===== config.mk =====
export PLATFORM = sky130hd
export DESIGN_NAME = cmn_fifo_vr
export DESIGN_NICKNAME = d
export VERILOG_FILES = /design/src/rtl/cmn_fifo_vr.sv
export SDC_FILE = /design/constraint.sdc
export NUM_CORES = 1
export LEC_CHECK = 0
export CAP_MARGIN = 10
export CORE_ASPECT_RATIO = 1.75
export CORE_MARGIN = 8
export CORE_UTILIZATION = 66
export CTS_BUF_LIST = sky130_fd_sc_hd__clkbuf_4 sky130_fd_sc_hd__clkbuf_8
export DETAILED_ROUTE_END_ITERATION = 8
export GPL_TIMING_DRIVEN = 1
export PLACE_DENSITY = 0.95
export SLEW_MARGIN = 15
export SYNTH_ARGS = -nofsm -noshare
export SYNTH_HDL_FRONTEND = slang
export SYNTH_SLANG_ARGS = --single-unit

===== constraint.sdc =====
create_clock -name clk -period 13.2 [get_ports clk]
set_clock_uncertainty 0.15 [all_clocks]
set_input_delay 1.32 -clock clk [delete_from_list [all_inputs] [get_ports clk]]
set_output_delay 1.32 -clock clk [all_outputs]
set_load 0.01 [all_outputs]

===== src/rtl/cmn_fifo_vr.sv =====
// Valid/ready FIFO with a registered first-word-fall-through output stage, occupancy count and flags.
// Optional CMN_FIFO_VR_STAT_EN adds max_level (high-water mark) and drop_cnt (refused-push cycles).
module cmn_fifo_vr #(
  parameter int DW       = 32,
  parameter int AW       = 3,
  parameter int AF_LEVEL = (1 << AW) - 1,
  parameter int AE_LEVEL = 1
) (
  input  logic          clk,
  input  logic          rstn,
  input  logic          flush,
  input  logic          in_valid,
  output logic          in_ready,
  input  logic [DW-1:0] in_data,
  output logic          out_valid,
  input  logic          out_ready,
  output logic [DW-1:0] out_data,
  output logic [AW:0]   count,
  output logic          almost_full,
  output logic          almost_empty
`ifdef CMN_FIFO_VR_STAT_EN
  ,
  output logic [AW:0]   max_level,
  output logic [15:0]   drop_cnt
`endif
);

  localparam int DEPTH = 1 << AW;
  localparam logic [AW:0] DEPTH_C = (AW+1)'(DEPTH);
  localparam logic [AW:0] AF_C    = (AW+1)'(AF_LEVEL);
  localparam logic [AW:0] AE_C    = (AW+1)'(AE_LEVEL);

  logic [DW-1:0] mem [DEPTH];
  logic [AW-1:0] wptr_q, wptr_d, rptr_q, rptr_d;
  logic [AW:0]   cnt_q, cnt_d;
  logic          ovld_q, ovld_d;
  logic [DW-1:0] odata_q, odata_d;
  logic          rdy_q, af_q, ae_q;
  logic          push, pop, mem_empty, mem_we;

  assign push      = in_valid & rdy_q;
  assign pop       = ovld_q & out_ready;
  // The array never fills completely, so equal pointers always mean empty.
  assign mem_empty = (rptr_q == wptr_q);

  always_comb begin
    wptr_d  = wptr_q;
    rptr_d  = rptr_q;
    cnt_d   = cnt_q;
    ovld_d  = ovld_q;
    odata_d = odata_q;
    mem_we  = 1'b0;
    if (flush) begin
      wptr_d = '0;
      rptr_d = '0;
      cnt_d  = '0;
      ovld_d = 1'b0;
    end else begin
      if (pop) begin
        if (!mem_empty) begin
          odata_d = mem[rptr_q];
          rptr_d  = rptr_q + AW'(1);
        end else if (push) begin
          odata_d = in_data;
        end else begin
          ovld_d = 1'b0;
        end
      end
      // A push bypasses the array whenever the output stage is (or is becoming) free.
      if (push) begin
        if (!ovld_q) begin
          odata_d = in_data;
          ovld_d  = 1'b1;
        end else if (!(pop && mem_empty)) begin
          mem_we = 1'b1;
          wptr_d = wptr_q + AW'(1);
        end
      end
      cnt_d = cnt_q + (AW+1)'(push) - (AW+1)'(pop);
    end
  end

  always_ff @(posedge clk) begin
    if (mem_we) mem[wptr_q] <= in_data;
  end

  always_ff @(posedge clk or negedge rstn) begin
    if (!rstn) begin
      wptr_q  <= '0;
      rptr_q  <= '0;
      cnt_q   <= '0;
      ovld_q  <= 1'b0;
      odata_q <= '0;
      rdy_q   <= 1'b1;
      af_q    <= (AF_LEVEL <= 0);
      ae_q    <= 1'b1;
    end else begin
      wptr_q  <= wptr_d;
      rptr_q  <= rptr_d;
      cnt_q   <= cnt_d;
      ovld_q  <= ovld_d;
      odata_q <= odata_d;
      rdy_q   <= (cnt_d < DEPTH_C);
      af_q    <= (cnt_d >= AF_C);
      ae_q    <= (cnt_d <= AE_C);
    end
  end

  assign in_ready     = rdy_q;
  assign out_valid    = ovld_q;
  assign out_data     = odata_q;
  assign count        = cnt_q;
  assign almost_full  = af_q;
  assign almost_empty = ae_q;

`ifdef CMN_FIFO_VR_STAT_EN
  logic [AW:0] max_q;
  logic [15:0] drop_q;

  always_ff @(posedge clk or negedge rstn) begin
    if (!rstn) begin
      max_q  <= '0;
      drop_q <= '0;
    end else begin
      if (cnt_d > max_q) max_q <= cnt_d;
      if (in_valid && !rdy_q && (drop_q != 16'hFFFF)) drop_q <= drop_q + 16'd1;
    end
  end

  assign max_level = max_q;
  assign drop_cnt  = drop_q;
`endif

endmodule


==> impl_metrics.yaml, run 1 <==
pwr:
  p_per_area_nw_per_um2: 154.6
  irDropWorstVdd_mv: 0.1392
  power.switching_uw: 579.1
  power_frac_seq_pct: 51.3
  power.leakage_uw: 0.004911
  p_comb_share_pct: 14.8
  swShare_pct: 25.85
  p_int_uw: 1661
  p_clk_share_pct: 33.9
synthesis:
  avgSynthCellArea_sq_um: 17.31
  synth-edff-count: 256
  postSynthCellCount: 726
  async_flop_share_pct: 15.23
  synthesis.nets: 769
  synth_warnings: 0
  synth_seq_cells: 302
  synth_area_sq_um: 12570
  synth_ff_type: "edfxtp_1"
  yosysUniqueCellTypes: 42
  yosysSeqAreaShare_pct: 70.35
detailed_routing:
  drt_iter0_drc: 1335
  ant_nets: 0
  wl_per_cell_um: 29.49
  wl_um: 32030
  drt_first_pass_iters: 6
  num_vias: 7900
  viasPerCell: 7.274
  route.detailed.drc: 0
run:
  cap_violations: 0
clocking:
  post_cts_resized: 0
  htreeDepth: 2
  cts.clk_slew.worst_paths_ns: 0.06
  cts_buffers: 40
  holdBufCountCts: 0
  clock_latency_ns: 0.53
  clockRootBuffer: "clkbuf_8"
  cts_tree: "built"
  cts_buffer_depth: 3
  cts_num_sinks: 302
  cts_setup_buffers: 0
timing:
  period_minus_slack_ns: 4.154
  hold_viol_final: 0
  relSlewSlack_pct: 15.26
  fin_tns_setup_ns: 0
  fmax_mhz: 240.7
  grt_setup_unrepaired: "false"
  maxSlewViolCount: 0
  setup_violations: 0
  final.setup.worst_slack_ns: 9.046
  worst_pin_slew_ns: 1.271
  period_share_pct: 31.47
cells_and_area:
  area_growth_syn_to_layout_pct: 15.30
  num-fill-cells: 984
  mostFrequentLayoutCell: "edfxtp_1"
  diodes: 0
  drive_gt1_share_pct: 24.38
  final_cell_mix: "edfxtp_1, clkdlybuf4s50_1, mux4_2"
  nNetsFinal: 856
setup_path:
  worst-setup-path-type: "input port to flip-flop"
  crit_arrival_ns: 4.21
  endpoint_kind: "flip-flop"
  cp.required_ns: 13.26
  start_kind: "input port"
  path_max_fanout: 41
grt:
  overflow: 0
  grt_pass1_wl_um: 48990
  grt_antenna_before_repair: 0
  grt_max_degree: 66
  grtUsageTotal_pct: 27.45
  grt_pass1_vias: 8234
floorplanning:
  die_x_um: 120.3
  design.core.area_sq_um: 18950
  core.rowCount: 67
  die_h_um: 198.5
  io_pins: 77
  start_util_pct: 66.33
  dieArea_sq_um: 23890
placement:
  routabilityCongestion: 0.8124
  place_ws_ns: 8.628
  port_buffers: 76
  dp_hpwl_um: 18870
status:
  status: "completed"
worst_hold_path:
  hold_path_class: "flip-flop to flip-flop"
-- cell usage after synthesis, drive strengths merged (2+ instances only) --
master | n | area (sq um)
buf | 25 | 136.4
o211a | 25 | 250.2
o22ai | 56 | 350.3
nor3 | 4 | 20.02
xnor2 | 8 | 70.07
a21o | 2 | 15.01
dfstp | 2 | 52.55
mux4 | 64 | 1441
nand2b | 2 | 12.51
dfrtp | 44 | 1101
nor4 | 2 | 12.51
nor2b | 2 | 12.51
edfxtp | 256 | 7687
nor2 | 9 | 33.78
inv | 29 | 108.9
a21oi | 62 | 310.3
o21ai | 28 | 140.1
ha | 5 | 62.56
nand3 | 4 | 20.02
nand2 | 17 | 63.81
a221oi | 6 | 52.55
mux2 | 31 | 349.1
clkbuf | 26 | 97.59
mux2i | 2 | 20.02
-- flip-flops by register name, summed over array words and instances, names as in the netlist --
register / count
out_data: 32
mem: 256
count: 4
almost_empty: 1
almost_full: 1
out_valid: 1
wptr_q: 3
rptr_q: 3
in_ready: 1
-- worst max-delay path, cell delays in order --
cell and delay (ns):
clkdlybuf4s50_1 0.39, buf_4 0.28, clkinv_1 0.11, buf_4 0.42, nand2_1 0.29, nor2_2 0.92, buf_4 0.43
-- worst paths after layout --
| kind | cells after the start | to | from | slack (ns) |
|---|---|---|---|---|
| hold / removal | 1 | out_data[30] | out_data[30] | 0.40 |
| max in group asynchronous | 1 | rptr_q[0] | rstn | 11.72 |
| setup / recovery | 7 | mem[7][29] | flush | 9.05 |
| min in group asynchronous | 1 | out_data[8] | rstn | 0.67 |
| setup reg to reg | 7 | mem[0][27] | rptr_q[0] | 9.08 |
| hold reg to reg | 1 | out_data[30] | out_data[30] | 0.40 |
-- stage by stage --
stage | instance area, sq um | power (uW) | util [%] | cells | hold slack (ns)
floorplan | 12570 | 1301 | - | 726 | 0.4142
global placement | 13590 | 1454 | 71.75 | 1012 | 0.3941
detailed placement | 13590 | 1481 | 71.75 | 1012 | 0.3983
CTS | 14480 | 2234 | 76.44 | 1086 | 0.4005
global route | 14490 | 2300 | 76.48 | 1086 | 0.4268
finish | 14490 | 2240 | 76.48 | 1086 | 0.4020
-- power groups by stage --
stage	clock, uW	sequential, uW	combinational, uW
after floorplan	0	1160	145
after global placement	0	1160	296
after detailed placement	0	1160	319
after CTS	763	1140	327
after global routing	796	1150	354
final	760	1150	332
-- layer usage --
| metal | vias up | wire length [um] | GRT usage [%] |
|---|---|---|---|
| li1 | 3116 | - | - |
| met1 | 3852 | 9909 | 31.28 |
| met2 | 711 | 17000 | 48.07 |
| met3 | 221 | 3093 | 4.717 |
| met4 | 0 | 2025 | 15.44 |
| met5 | - | 0 | 0 |
-- kinds of logic after synthesis --
logic type	Yosys count	synth area share (%)
AO/OA/AOI/OAI	184	9.329
XOR/XNOR	9	0.6273
adder cells (fa/ha/maj)	6	0.6571
buffers and inverters	81	2.758
flip-flops	302	70.35
multiplexers	97	14.41
AND/OR/NAND/NOR	47	1.872
-- layout make-up --
class | count | area, sq um | share of cell area [%]
multi-input cells | 343 | 3437 | 23.72
well taps | 241 | 301.5 | 2.081
repair buffers | 96 | 903.4 | 6.234
flip-flops and latches | 302 | 8846 | 61.05
clock inverters | 13 | 143.9 | 0.9930
clock buffers | 61 | 745.7 | 5.146
inverters | 30 | 112.6 | 0.7771
Power figures use the tool's default switching activity.
==> run 2: changes to the inputs <==
Settings changed: CORE_UTILIZATION 66 to 56, PLACE_DENSITY 0.95 to 0.87.
Clock period 13.2 ns to 3.3 ns, I/O delays scaled along.
==> impl_metrics.yaml, run 2 (synthesis gave the netlist of run 1 again) <==
status:
  status: "completed"
pwr:
  total_power_uw: 8717
  p_clk_share_pct: 33.0
  power.switching_uw: 2212
  p_comb_share_pct: 15.1
  swShare_pct: 25.38
  p_int_uw: 6504
  irDropWorstVdd_mv: 0.6500
  power_frac_seq_pct: 51.8
  p_per_area_nw_per_um2: 594.2
  power.leakage_uw: 0.004948
clocking:
  cts.clk_slew.worst_paths_ns: 0.07
  cts_num_sinks: 302
  cts_buffers: 40
  cts_buffer_depth: 3
  cts_setup_buffers: 0
  cts_tree: "built"
  htreeDepth: 2
  clock_latency_ns: 0.55
  clockRootBuffer: "clkbuf_8"
cells_and_area:
  largest_reg_flops: 256
  stdcell_area_sq_um: 14670
  area_growth_syn_to_layout_pct: 16.74
  num-fill-cells: 1404
  mostFrequentLayoutCell: "edfxtp_1"
  nNetsFinal: 870
  diodes: 0
  top_register: "mem"
  drive_gt1_share_pct: 24.77
  final_cell_mix: "edfxtp_1, clkdlybuf4s50_1, mux4_2"
detailed_routing:
  route.detailed.drc: 0
  drt_iter0_drc: 687
  ant_nets: 0
  drt_first_pass_iters: 5
  wl_per_cell_um: 25.88
  num_vias: 7482
  wl_um: 29810
  viasPerCell: 6.495
timing:
  period_share_pct: 89.83
  grt_setup_unrepaired: "false"
  worst_pin_slew_ns: 0.9779
  maxSlewViolCount: 0
  period_minus_slack_ns: 2.964
  hold_ws_ns: 0.2157
  fin_tns_setup_ns: 0
  hold_viol_final: 0
  setup_violations: 0
  fmax_mhz: 337.3
  relSlewSlack_pct: 34.81
floorplanning:
  design.core.area_sq_um: 22070
  core.rowCount: 72
  die_h_um: 214.2
  dieArea_sq_um: 27680
  die_x_um: 129.2
  io_pins: 77
  start_util_pct: 56.94
grt:
  grt_max_degree: 67
  grtUsageTotal_pct: 21.71
  overflow: 0
  grt_antenna_before_repair: 0
  grt_pass1_wl_um: 45360
  grt_pass1_vias: 8034
setup_path:
  crit_arrival_ns: 3.04
  cpPeakStageDelay_ns: 0.60
  cp.required_ns: 3.38
  critPathBufInv: 1
  endpoint_kind: "flip-flop"
  worst-setup-path-type: "flip-flop to flip-flop"
  start_kind: "flip-flop"
  path_cells: "xnor2_1, and3_1, a211oi_4, nand3_1, nor3_4, buf_4"
  path_max_fanout: 14
  crit_path_top_delay_cell: "dfrtp_1"
  cp_top_family: "simple AND/OR/NAND/NOR gates"
placement:
  dp_hpwl_um: 18270
  placed_area_sq_um: 13830
  port_buffers: 76
  routabilityCongestion: 0.8334
worst_hold_path:
  hold_path_class: "input port to flip-flop"
run:
  cap_violations: 0
==> run 2: cell types whose count changed in the layout (fill, tap and decap cells not counted), moves of 2 or more <==
| cell | change |
|---|---|
| buf_4 | +10 |
| clkbuf_4 | -7 |
| clkinv_1 | +5 |
| clkbuf_8 | -3 |
| buf_12 | +2 |
| buf_2 | +2 |
| nor3_2 | -2 |
| nor3_4 | +2 |
| nor4_2 | -2 |
| nor4_4 | +2 |
==> run 2: routing by layer <==
layer	wire [um]	global-route usage, %	part of all wire [%]
met1	10580	25.02	36
met2	16140	37.91	54
met3	1996	2.963	6.7
met4	1088	11.62	3.6
met5	0	0	0
==> run 2: worst register-to-register path, cell delays in order (launching register included) <==
cell and delay [ns]:
dfrtp_1 0.60, xnor2_1 0.21, and3_1 0.24, a211oi_4 0.44
nand3_1 0.26, nor3_4 0.42, buf_4 0.33
==> run 2: through the flow <==
stage          setup slack [ns]  cells  utilization (%)
2_1_floorplan           -0.4830    726                -
3_3_place_gp             0.4326   1080            62.68
3_5_place_dp             0.3421   1080            62.68
4_1_cts                  0.3254   1152            66.47
5_1_grt                  0.1764   1152            66.47
6_report                 0.3356   1152            66.47
==> run 2: final cells by class <==
class                           count  area [sq um]  share of cell area [%]
Clock buffer                       51         651.9                   4.444
Tap cell                          296         370.4                   2.525
Sequential cell                   302          8846                   60.30
Clock inverter                     20         175.2                   1.194
Timing Repair Buffer              110          1028                   7.011
Inverter                           30         112.6                  0.7676
Multi-Input combinational cell    343          3486                   23.76
==> run 2: final timing paths <==
path,start,end,slack (ns),depth (start not counted)
setup reg to reg,wptr_q[1],mem[3][18],0.34,6
setup / recovery,wptr_q[1],mem[3][18],0.34,6
min in group asynchronous,rstn,out_data[9],0.27,2
hold reg to reg,out_data[30],out_data[30],0.43,1
max in group asynchronous,rstn,out_data[28],1.96,3
hold / removal,flush,out_data[1],0.22,3
==> run 2: power by group through the flow <==
| stage | sequential, uW | combinational [uW] | clock, uW |
|---|---|---|---|
| after detailed placement | 4590 | 1310 | 0 |
| final | 4520 | 1320 | 2880 |
| after CTS | 4510 | 1320 | 2910 |
| after global placement | 4580 | 1260 | 0 |
| after floorplan | 4630 | 582 | 0 |
| after global routing | 4530 | 1420 | 3040 |
==> run 2: repair_timing <==
action	in CTS	in global routing
gates resized for setup	0	0
hold endpoints to repair	27	0
hold buffers	1	0
==> run 3: changes to the inputs <==
Settings changed: REMOVE_ABC_BUFFERS from default to 1.
==> impl_metrics.yaml, run 3 (synthesis gave the netlist of run 1 again) <==
status:
  status: "completed"
grt:
  grt_antenna_before_repair: 1
  overflow: 0
  grt_pass1_vias: 7994
  grtUsageTotal_pct: 21.91
  grt_pass1_wl_um: 45600
  grt_max_degree: 67
clocking:
  holdBufCountCts: 1
  htreeDepth: 2
  cts_buffer_depth: 3
  clockRootBuffer: "clkbuf_8"
  cts_buffers: 39
  cts.clk_slew.worst_paths_ns: 0.07
  clock_latency_ns: 0.54
  cts_tree: "built"
  post_cts_resized: 0
  cts_num_sinks: 302
  cts_setup_buffers: 0
timing:
  worst_pin_slew_ns: 0.9867
  setup_violations: 0
  maxSlewViolCount: 0
  fmax_mhz: 335.1
  relSlewSlack_pct: 34.22
  period_minus_slack_ns: 2.984
  grt_setup_unrepaired: "false"
  fin_tns_setup_ns: 0
  hold_viol_final: 0
  period_share_pct: 90.43
setup_path:
  endpoint_kind: "flip-flop"
  cp.required_ns: 3.33
  worst-setup-path-type: "flip-flop to flip-flop"
  critPathBufInv: 1
  cp_top_family: "flip-flops"
  crit_arrival_ns: 3.01
  crit_path_top_delay_cell: "dfrtp_1"
  path_max_fanout: 32
  cpPeakStageDelay_ns: 0.65
  start_kind: "flip-flop"
  path_cells: "xnor2_1, and3_1, a211oi_4, nand3_1, nor2_4, buf_4"
cells_and_area:
  largest_reg_flops: 256
  area_growth_syn_to_layout_pct: 15.25
  stdcell_area_sq_um: 14480
  mostFrequentLayoutCell: "edfxtp_1"
  nNetsFinal: 866
  fin_util_pct: 65.62
  final_cell_mix: "edfxtp_1, clkdlybuf4s50_1, mux4_2"
  top_register: "mem"
  num-fill-cells: 1420
  drive_gt1_share_pct: 23.85
  fin_cells: 1148
detailed_routing:
  route.detailed.drc: 0
  drt_first_pass_iters: 5
  num_vias: 7466
  viasPerCell: 6.503
  drt_iter0_drc: 980
  ant_nets: 0
  wl_per_cell_um: 25.84
  wl_um: 29660
floorplanning:
  design.core.area_sq_um: 22070
  die_x_um: 129.2
  start_util_pct: 56.94
  core.rowCount: 72
  die_h_um: 214.2
  io_pins: 77
  dieArea_sq_um: 27680
pwr:
  irDropWorstVdd_mv: 0.4298
  total_power_uw: 8381
  power.leakage_uw: 0.004868
  p_per_area_nw_per_um2: 578.6
placement:
  port_buffers: 76
  dp_hpwl_um: 18840
  post-place-cells: 1077
  placed_area_sq_um: 13760
  routabilityCongestion: 0.8026
worst_hold_path:
  hold_path_class: "input port to flip-flop"
run:
  cap_violations: 0
-- run 3: cell count changes in the layout (fill, tap and decap cells not counted), sizes merged --
cell and delta:
inv +1, clkinv +4, buf -3, clkbuf -4, bufinv -3, diode +1
-- run 3: final timing paths --
kind                              start           end  slack [ns]  cells past startpoint
setup / recovery              wptr_q[0]     mem[7][6]        0.32                      6
hold / removal                out_ready  out_data[29]        0.17                      4
setup reg to reg              wptr_q[0]     mem[7][6]        0.32                      6
hold reg to reg            out_data[13]  out_data[13]        0.46                      2
max in group asynchronous          rstn   out_data[0]        1.96                      3
min in group asynchronous          rstn   out_data[8]        0.25                      2
-- run 3: per-stage QoR --
step	worst slack [ns]	hold WS [ns]
floorplan	-4.441	-0.1156
finish	0.3158	0.1683
CTS	0.3653	0.1457
detailed placement	0.4014	0.2918
global route	0.2475	0.1904
global placement	0.6251	0.2847
-- run 3: layer usage --
| metal | vias up | routed length [um] | global-route usage, % | part of all wire, % |
|---|---|---|---|---|
| met3 | 107 | 2270 | 3.337 | 7.7 |
| met1 | 3751 | 10260 | 25.45 | 35 |
| met2 | 483 | 15730 | 37.27 | 53 |
| met5 | - | 0 | 0 | 0 |
| met4 | 0 | 1404 | 12.96 | 4.7 |
| li1 | 3125 | - | - | - |
-- run 3: power by group --
group	internal, uW	total, uW	switching [uW]	leakage (uW)
combinational	636	1310	670	0.00167
sequential	4330	4530	201	0.00283
clock	1220	2540	1320	0.000374
-- run 3: worst min-delay path: stages --
cell	delay [ns]
buf_2	0.19
o21ai_0	0.11
o22ai_1	0.10
a21oi_1	0.08
-- run 3: area by class of cell --
cell class / count / area, sq um / area share (%)
Multi-Input combinational cell: 343 / 3446 / 23.79
Sequential cell: 302 / 8846 / 61.07
Timing Repair Buffer: 107 / 993.5 / 6.859
Clock buffer: 47 / 603.1 / 4.164
Antenna cell: 1 / 2.502 / 0.01728
Clock inverter: 22 / 110.1 / 0.7602
Tap cell: 296 / 370.4 / 2.557
Inverter: 30 / 112.6 / 0.7775
